File: config.mk
export PLATFORM = sky130hd
export DESIGN_NAME = dmem_access_ctrl
export DESIGN_NICKNAME = d
export VERILOG_FILES = /design/src/rtl/riscv_pkg.sv /design/src/rtl/mem_align_check.sv /design/src/rtl/dmem_access_ctrl.sv
export SDC_FILE = /design/constraint.sdc
export NUM_CORES = 1
export LEC_CHECK = 0
export ABC_AREA = 1
export CAP_MARGIN = 20
export CORE_AREA = 10 10 116 118
export CTS_CLUSTER_SIZE = 30
export DETAILED_ROUTE_END_ITERATION = 6
export DIE_AREA = 0 0 126 128
export PLACE_DENSITY = 0.8
export SLEW_MARGIN = 40
export SYNTH_ARGS = -nofsm -noshare
export SYNTH_HDL_FRONTEND = slang
export SYNTH_SLANG_ARGS = --single-unit
File: constraint.sdc
create_clock -name clk -period 1.85 [get_ports clk]
set_input_delay 0.37 -clock clk [delete_from_list [all_inputs] [get_ports clk]]
set_output_delay 0.37 -clock clk [all_outputs]
set_load 0.01 [all_outputs]
File: src/rtl/riscv_pkg.sv
// riscv_pkg: shared MemOp encodings, dmem FSM state codes and access-size helpers.
// Revision 1.0
`default_nettype none

package riscv_pkg;

  localparam logic [2:0] MEMOP_B  = 3'b000;
  localparam logic [2:0] MEMOP_H  = 3'b001;
  localparam logic [2:0] MEMOP_W  = 3'b010;
  localparam logic [2:0] MEMOP_BU = 3'b100;
  localparam logic [2:0] MEMOP_HU = 3'b101;

  localparam logic [1:0] S_IDLE = 2'd0;
  localparam logic [1:0] S_BUSY = 2'd1;
  localparam logic [1:0] S_RESP = 2'd2;
  localparam logic [1:0] S_ERR  = 2'd3;

  // Signedness lives in op[2]; the size is fully encoded by op[1:0].
  function automatic logic is_half(input logic [2:0] op);
    return (op[1:0] == MEMOP_H[1:0]);
  endfunction

  function automatic logic is_word(input logic [2:0] op);
    return (op[1:0] == MEMOP_W[1:0]);
  endfunction

endpackage

`default_nettype wire

File: src/rtl/mem_align_check.sv
// mem_align_check: flags half/word accesses whose address is not naturally aligned.
// Revision 1.0
`default_nettype none

module mem_align_check
  import riscv_pkg::*;
(
  input  logic [2:0] i_mem_op,
  input  logic [1:0] i_addr_lo,
  output logic       o_misaligned
);

  assign o_misaligned = (is_half(i_mem_op) & i_addr_lo[0]) |
                        (is_word(i_mem_op) & (|i_addr_lo));

endmodule

`default_nettype wire

File: src/rtl/dmem_access_ctrl.sv
// dmem_access_ctrl: MEM-stage sequencer for a variable-latency data memory with
// alignment check, access timeout and registered load data. Revision 1.0
`default_nettype none

module dmem_access_ctrl
  import riscv_pkg::*;
#(
  parameter int XLEN           = 32,
  parameter int TIMEOUT_CYCLES = 16
) (
  input  logic            clk,
  input  logic            reset,
  input  logic            ex_valid,
  input  logic            flush_in,
  input  logic            MemRead_in,
  input  logic            MemWrite_in,
  input  logic [2:0]      MemOp_in,
  input  logic [XLEN-1:0] addr_in,
  input  logic [XLEN-1:0] wdata_in,
  output logic            dmem_req,
  output logic            dmem_we,
  output logic [2:0]      dmem_op,
  output logic [XLEN-1:0] dmem_addr,
  output logic [XLEN-1:0] dmem_wdata,
  input  logic            dmem_ack,
  input  logic [XLEN-1:0] dmem_rdata,
  output logic            stall_out,
  output logic [XLEN-1:0] rdata_out,
  output logic            rdata_valid,
  output logic            misalign_exc,
  output logic            bus_err
);

  localparam int            CW         = $clog2(TIMEOUT_CYCLES) + 1;
  localparam logic [CW-1:0] c_cnt_last = CW'(TIMEOUT_CYCLES - 1);

  logic [1:0]      r_state;
  logic [CW-1:0]   r_cnt;
  logic            r_we;
  logic [2:0]      r_op;
  logic [XLEN-1:0] r_addr;
  logic [XLEN-1:0] r_wdata;
  logic [XLEN-1:0] r_rdata;

  logic w_acc;
  logic w_misaligned;
  logic w_idle;
  logic w_issue;
  logic w_timeout;

  mem_align_check u_align (
    .i_mem_op     (MemOp_in),
    .i_addr_lo    (addr_in[1:0]),
    .o_misaligned (w_misaligned)
  );

  assign w_acc     = ex_valid & ~flush_in & (MemRead_in | MemWrite_in);
  assign w_idle    = (r_state == S_IDLE);
  assign w_issue   = w_idle & w_acc & ~w_misaligned;
  assign w_timeout = (TIMEOUT_CYCLES != 0) && (r_cnt == c_cnt_last);

  always_ff @(posedge clk) begin
    if (!reset) begin
      r_state <= S_IDLE;
      r_cnt   <= '0;
      r_we    <= 1'b0;
      r_op    <= '0;
      r_addr  <= '0;
      r_wdata <= '0;
      r_rdata <= '0;
    end else begin
      case (r_state)
        S_IDLE: begin
          r_cnt <= '0;
          if (w_issue) begin
            // A simultaneous read+write request is serviced as a read.
            r_we    <= MemWrite_in & ~MemRead_in;
            r_op    <= MemOp_in;
            r_addr  <= addr_in;
            r_wdata <= wdata_in;
            r_state <= S_BUSY;
          end
        end
        S_BUSY: begin
          if (dmem_ack) begin
            r_rdata <= r_we ? '0 : dmem_rdata;
            r_cnt   <= '0;
            r_state <= S_RESP;
          end else if (w_timeout) begin
            r_rdata <= '0;
            r_cnt   <= '0;
            r_state <= S_ERR;
          end else if (r_cnt != '1) begin
            r_cnt <= r_cnt + 1'b1;
          end
        end
        S_RESP:  r_state <= S_IDLE;
        S_ERR:   r_state <= S_IDLE;
        default: r_state <= S_IDLE;
      endcase
    end
  end

  assign dmem_req     = (r_state == S_BUSY);
  assign dmem_we      = r_we;
  assign dmem_op      = r_op;
  assign dmem_addr    = r_addr;
  assign dmem_wdata   = r_wdata;
  assign stall_out    = w_issue | (r_state == S_BUSY);
  assign misalign_exc = w_idle & w_acc & w_misaligned;
  assign rdata_valid  = (r_state == S_RESP) & ~r_we;
  assign bus_err      = (r_state == S_ERR);
  assign rdata_out    = r_rdata;

endmodule

`default_nettype wire

==> flow_summary.rst <==
.. list-table::
   :header-rows: 1

   * - Metric
     - Value
   * - Final Hold Vio Count
     - 0
   * - Max Clock Freq
     - 0.567 GHz
   * - Most used standard cells in the synthesized netlist
     - sky130_fd_sc_hd__nand2_1 (221), sky130_fd_sc_hd__nor2_1 (177), sky130_fd_sc_hd__dfxtp_1 (107), sky130_fd_sc_hd__inv_1 (107), sky130_fd_sc_hd__nand3_1 (38)
   * - Arrival time at the worst endpoint
     - 1.39 ns
   * - Most common cell in the netlist
     - sky130_fd_sc_hd__nand2_1
   * - Fraction of layout instances using a drive strength above 1
     - 0.0548
   * - Sw frac
     - 0.261
   * - Share of the core filled with cells in the final layout
     - 0.634
   * - Leading cell types by total area after synthesis
     - sky130_fd_sc_hd__dfxtp_1 (47%), sky130_fd_sc_hd__nand2_1 (18%), sky130_fd_sc_hd__nor2_1 (14%)
   * - Final Total Pwr
     - 5.20 mW
   * - Worst Slack Setup Final
     - 0.0860 ns
   * - Setup Viol. Count Final
     - 0
   * - Run status
     - completed
   * - Final TNS setup
     - 0 ns
   * - Depth of the worst register-to-register path
     - 7
   * - Fin nets
     - about 1000
   * - Pin count of the biggest net entering global routing
     - around 100
   * - Max clock buf depth
     - 2
   * - Clock-pin slew on the worst setup and hold paths
     - 0.07 ns
   * - Power density over the cells
     - 731 mW/mm2
   * - Number of cells produced by synthesis
     - slightly above 700
   * - Clock tree from TritonCTS
     - yes
   * - Post-synthesis cell type count
     - 23
   * - Leak pwr
     - roughly 3.5 nW
   * - Max Transition Viols Final
     - 0
   * - Average cell area after synthesis
     - 6.50 um2
   * - Final instance area
     - 0.00711 mm2
   * - CORE AREA
     - 0.0112 mm2
   * - Combinational Power Share
     - 0.173
   * - Most Frequent Cell on Critical Path
     - sky130_fd_sc_hd__nand2_2
   * - Worst slew margin
     - 0.702
   * - Clock network latency to the later pin of the worst-skew pair
     - 0.34 ns
   * - Number of vias after detailed routing
     - 4577
   * - Routed wire per std cell
     - about 13 um
   * - Number of maximum-capacitance constraint violations
     - 0
   * - Cell-internal power
     - 3.84 mW
   * - Post-synth top flop
     - sky130_fd_sc_hd__dfxtp_1
   * - Slowest-stage cell, CP
     - sky130_fd_sc_hd__clkdlybuf4s50_1
   * - TritonCTS buffer count
     - 9
   * - Area growth from synthesis to final layout
     - 54.5%
   * - Fillers
     - 1041
   * - Sort of element at the start of the critical path
     - input port
   * - Wire length of the first global-routing pass
     - 21300 um
   * - Number of diodes added for antenna fixing
     - 0
   * - Detail-routed via count per cell
     - 4.33
   * - Launch instance of the worst min-delay path
     - reset
   * - Hold Path Depth
     - 3
   * - Worst-path maximum fanout
     - 2
   * - Clock group share of total power
     - 0.356
   * - Grt total ovfl
     - 0
   * - Net count of the mapped netlist
     - 815
   * - Proportion of synthesized flip-flops having asynchronous set or reset
     - 0
   * - Combined area of all synthesized cells
     - 0.00460 mm2
   * - End of the worst hold path
     - r_cnt[4]$_SDFFE_PN0P_
   * - Count of unresolved DRC violations after routing
     - 0
   * - Reg-to-reg endpoint
     - rdata_out[21]$_SDFFE_PN0P_
   * - HP Class
     - in2reg
   * - Number of antenna violations at the first check in global routing
     - 0
   * - Share of total power in sequential cells
     - 0.472
   * - Fraction of the cycle the final worst path needs
     - 0.954
   * - Endpoint class of the critical path
     - output pin
   * - Tightest Pin Transition
     - 0.446 ns
   * - Flip-flop and latch count after synthesis
     - 107
   * - Cells along the critical path
     - clkdlybuf4s50_1 -> inv_1 -> nand2_1 -> nand3_2 -> nand2_2 -> nor2_4 -> inv_2 -> nand2_2 -> buf_6
   * - Area after detailed placement
     - 0.00678 mm2
   * - Num Clock Sinks
     - 107
   * - Data required time of the critical path
     - 1.48 ns
   * - Die Footprint
     - about 0.016 mm2
   * - Number of warning messages in the yosys log
     - 0
   * - Starting density of the core
     - 0.410
   * - Launching point of the worst reg2reg path
     - r_cnt[0]$_SDFFE_PN0P_
   * - IR Drop Worst-Case VDD
     - 418 uV
   * - Bufs and invs on worst path
     - 4
   * - Last weighted congestion value of the routability-driven placer
     - ~0.78
   * - Family with the most delay on the worst path
     - buffers and inverters
   * - Count of non-filler cells in the finished layout
     - 1056
   * - Height of the die
     - 128 um
   * - Root buf cell
     - sky130_fd_sc_hd__clkbuf_16
   * - Worst Skew
     - 0.00744 ns
   * - Fraction of synthesized cell area taken by the top area cell type
     - 0.465
   * - Count of input and output buffers
     - between 200 and 250
   * - Number of levels in the clock H-tree
     - 3
   * - Power spent charging and discharging nets
     - 1.35 mW
   * - Die width
     - 126 um
   * - Vias in the first global route
     - 4106
   * - GRT Overall Usage
     - 0.159
   * - Sequential share of the synthesized area
     - 0.465
   * - Initial detailed-routing violation count
     - 331
   * - Site Rows
     - 39
   * - Worst-case register-to-register setup slack
     - ~0.15 ns
   * - Io pins
     - 211
   * - EDFF count, synth
     - 0
   * - DP HPWL
     - between 9000 and 10000 um
   * - Minimum clock period after layout
     - 1.76 ns
   * - Library cell with the largest summed area after synthesis
     - sky130_fd_sc_hd__dfxtp_1
   * - Critical path class
     - in2out
   * - Largest stage delay on the critical path
     - 0.45 ns
   * - Number of optimization iterations in the first detailed-route pass
     - 4
   * - WHS
     - 0.443 ns
   * - Total detailed-routing wirelength
     - 13700 um
   * - Count of placed standard cells including taps
     - about 1000
   * - Number of routed nets with antenna violations
     - 0
   * - Placement-stage worst setup slack
     - -0.542 ns
worst max path at each step:
stage                 to  depth (start not counted)        from  slack (ns)
2_1_floorplan  stall_out                          9    flush_in        0.39
3_3_place_gp   stall_out                          8  MemRead_in       -0.53
3_5_place_dp   stall_out                          8  MemRead_in       -0.54
4_1_cts        stall_out                          9  addr_in[0]       0.001
5_1_grt        stall_out                          9  addr_in[1]      -0.007
6_report       stall_out                          9  addr_in[1]        0.09
power by group through the flow:
stage	logic (mW)	registers, mW	clock network, mW
2_1_floorplan	0.349	2.56	0
3_3_place_gp	0.890	2.50	0
3_5_place_dp	0.900	2.51	0
4_1_cts	0.903	2.45	1.91
5_1_grt	0.996	2.47	2.01
6_report	0.897	2.45	1.85
area by class of cell:
cell class / instances / area (um2) / area share
Clock buffer: 9 / 225 / 0.0317
Clock inverter: 7 / 61.3 / 0.00862
Inverter: 111 / 419 / 0.0589
Multi-Input combinational cell: 455 / 1840 / 0.259
Sequential cell: 107 / 2140 / 0.301
Tap cell: 143 / 179 / 0.0252
Timing Repair Buffer: 224 / 2240 / 0.316
worst min-delay path, cell delays in order:
cell and delay, ns:
sky130_fd_sc_hd__buf_4 0.10, sky130_fd_sc_hd__inv_1 0.15, sky130_fd_sc_hd__nor2_1 0.13
cells by family after synthesis:
group	synth area share
AO/OA/AOI/OAI	0.00734
buffers and inverters	0.143
flip-flops	0.465
adder cells (fa/ha/maj)	0.00272
AND/OR/NAND/NOR	0.382
repair_timing:
action | in CTS | in global routing
setup buffers | 0 | 1
gates resized for setup | 17 | 11
hold buffers | 0 | 0
pin swaps | 3 | 4
endpoints found under the setup margin | 5 | 49
endpoints found under the hold margin | 0 | 0
gates cloned | 0 | 1
layout by cell type (no fill, tap or decap), types with 2 or more instances in the layout:
cell type | netlist | layout
sky130_fd_sc_hd__nor2_4 | 1 | 3
sky130_fd_sc_hd__nor2_1 | 177 | 176
sky130_fd_sc_hd__a21oi_1 | 5 | 5
sky130_fd_sc_hd__buf_12 | 0 | 3
sky130_fd_sc_hd__nand2_2 | 1 | 4
sky130_fd_sc_hd__nand3_1 | 38 | 36
sky130_fd_sc_hd__inv_2 | 4 | 3
sky130_fd_sc_hd__nor2_2 | 2 | 2
sky130_fd_sc_hd__nand3_2 | 0 | 2
sky130_fd_sc_hd__dlygate4sd2_1 | 0 | 5
sky130_fd_sc_hd__buf_4 | 10 | 12
sky130_fd_sc_hd__inv_6 | 0 | 2
sky130_fd_sc_hd__clkdlybuf4s50_1 | 0 | 197
sky130_fd_sc_hd__dlymetal6s2s_1 | 0 | 5
sky130_fd_sc_hd__nand2_1 | 221 | 218
sky130_fd_sc_hd__clkinvlp_4 | 0 | 2
sky130_fd_sc_hd__nand4_1 | 2 | 2
sky130_fd_sc_hd__inv_1 | 107 | 107
sky130_fd_sc_hd__clkbuf_16 | 0 | 9
sky130_fd_sc_hd__dfxtp_1 | 107 | 107
sky130_fd_sc_hd__clkinv_4 | 0 | 2
flip-flops by register name, indices dropped and copies added, names as in the netlist:
register	count
r_cnt	5
dmem_addr	32
dmem_we	1
r_state	2
rdata_out	32
dmem_wdata	32
dmem_op	3
metal layers:
| layer | GRT usage | share of wire | vias up |
|---|---|---|---|
| met5 | 0 | 0 | - |
| met4 | 0.0449 | 0.010 | 0 |
| met3 | 0.0649 | 0.092 | 10 |
| met2 | 0.266 | 0.48 | 136 |
| met1 | 0.184 | 0.42 | 1985 |
| li1 | - | - | 2446 |
Note: power is estimated with default switching activity, not from simulation.
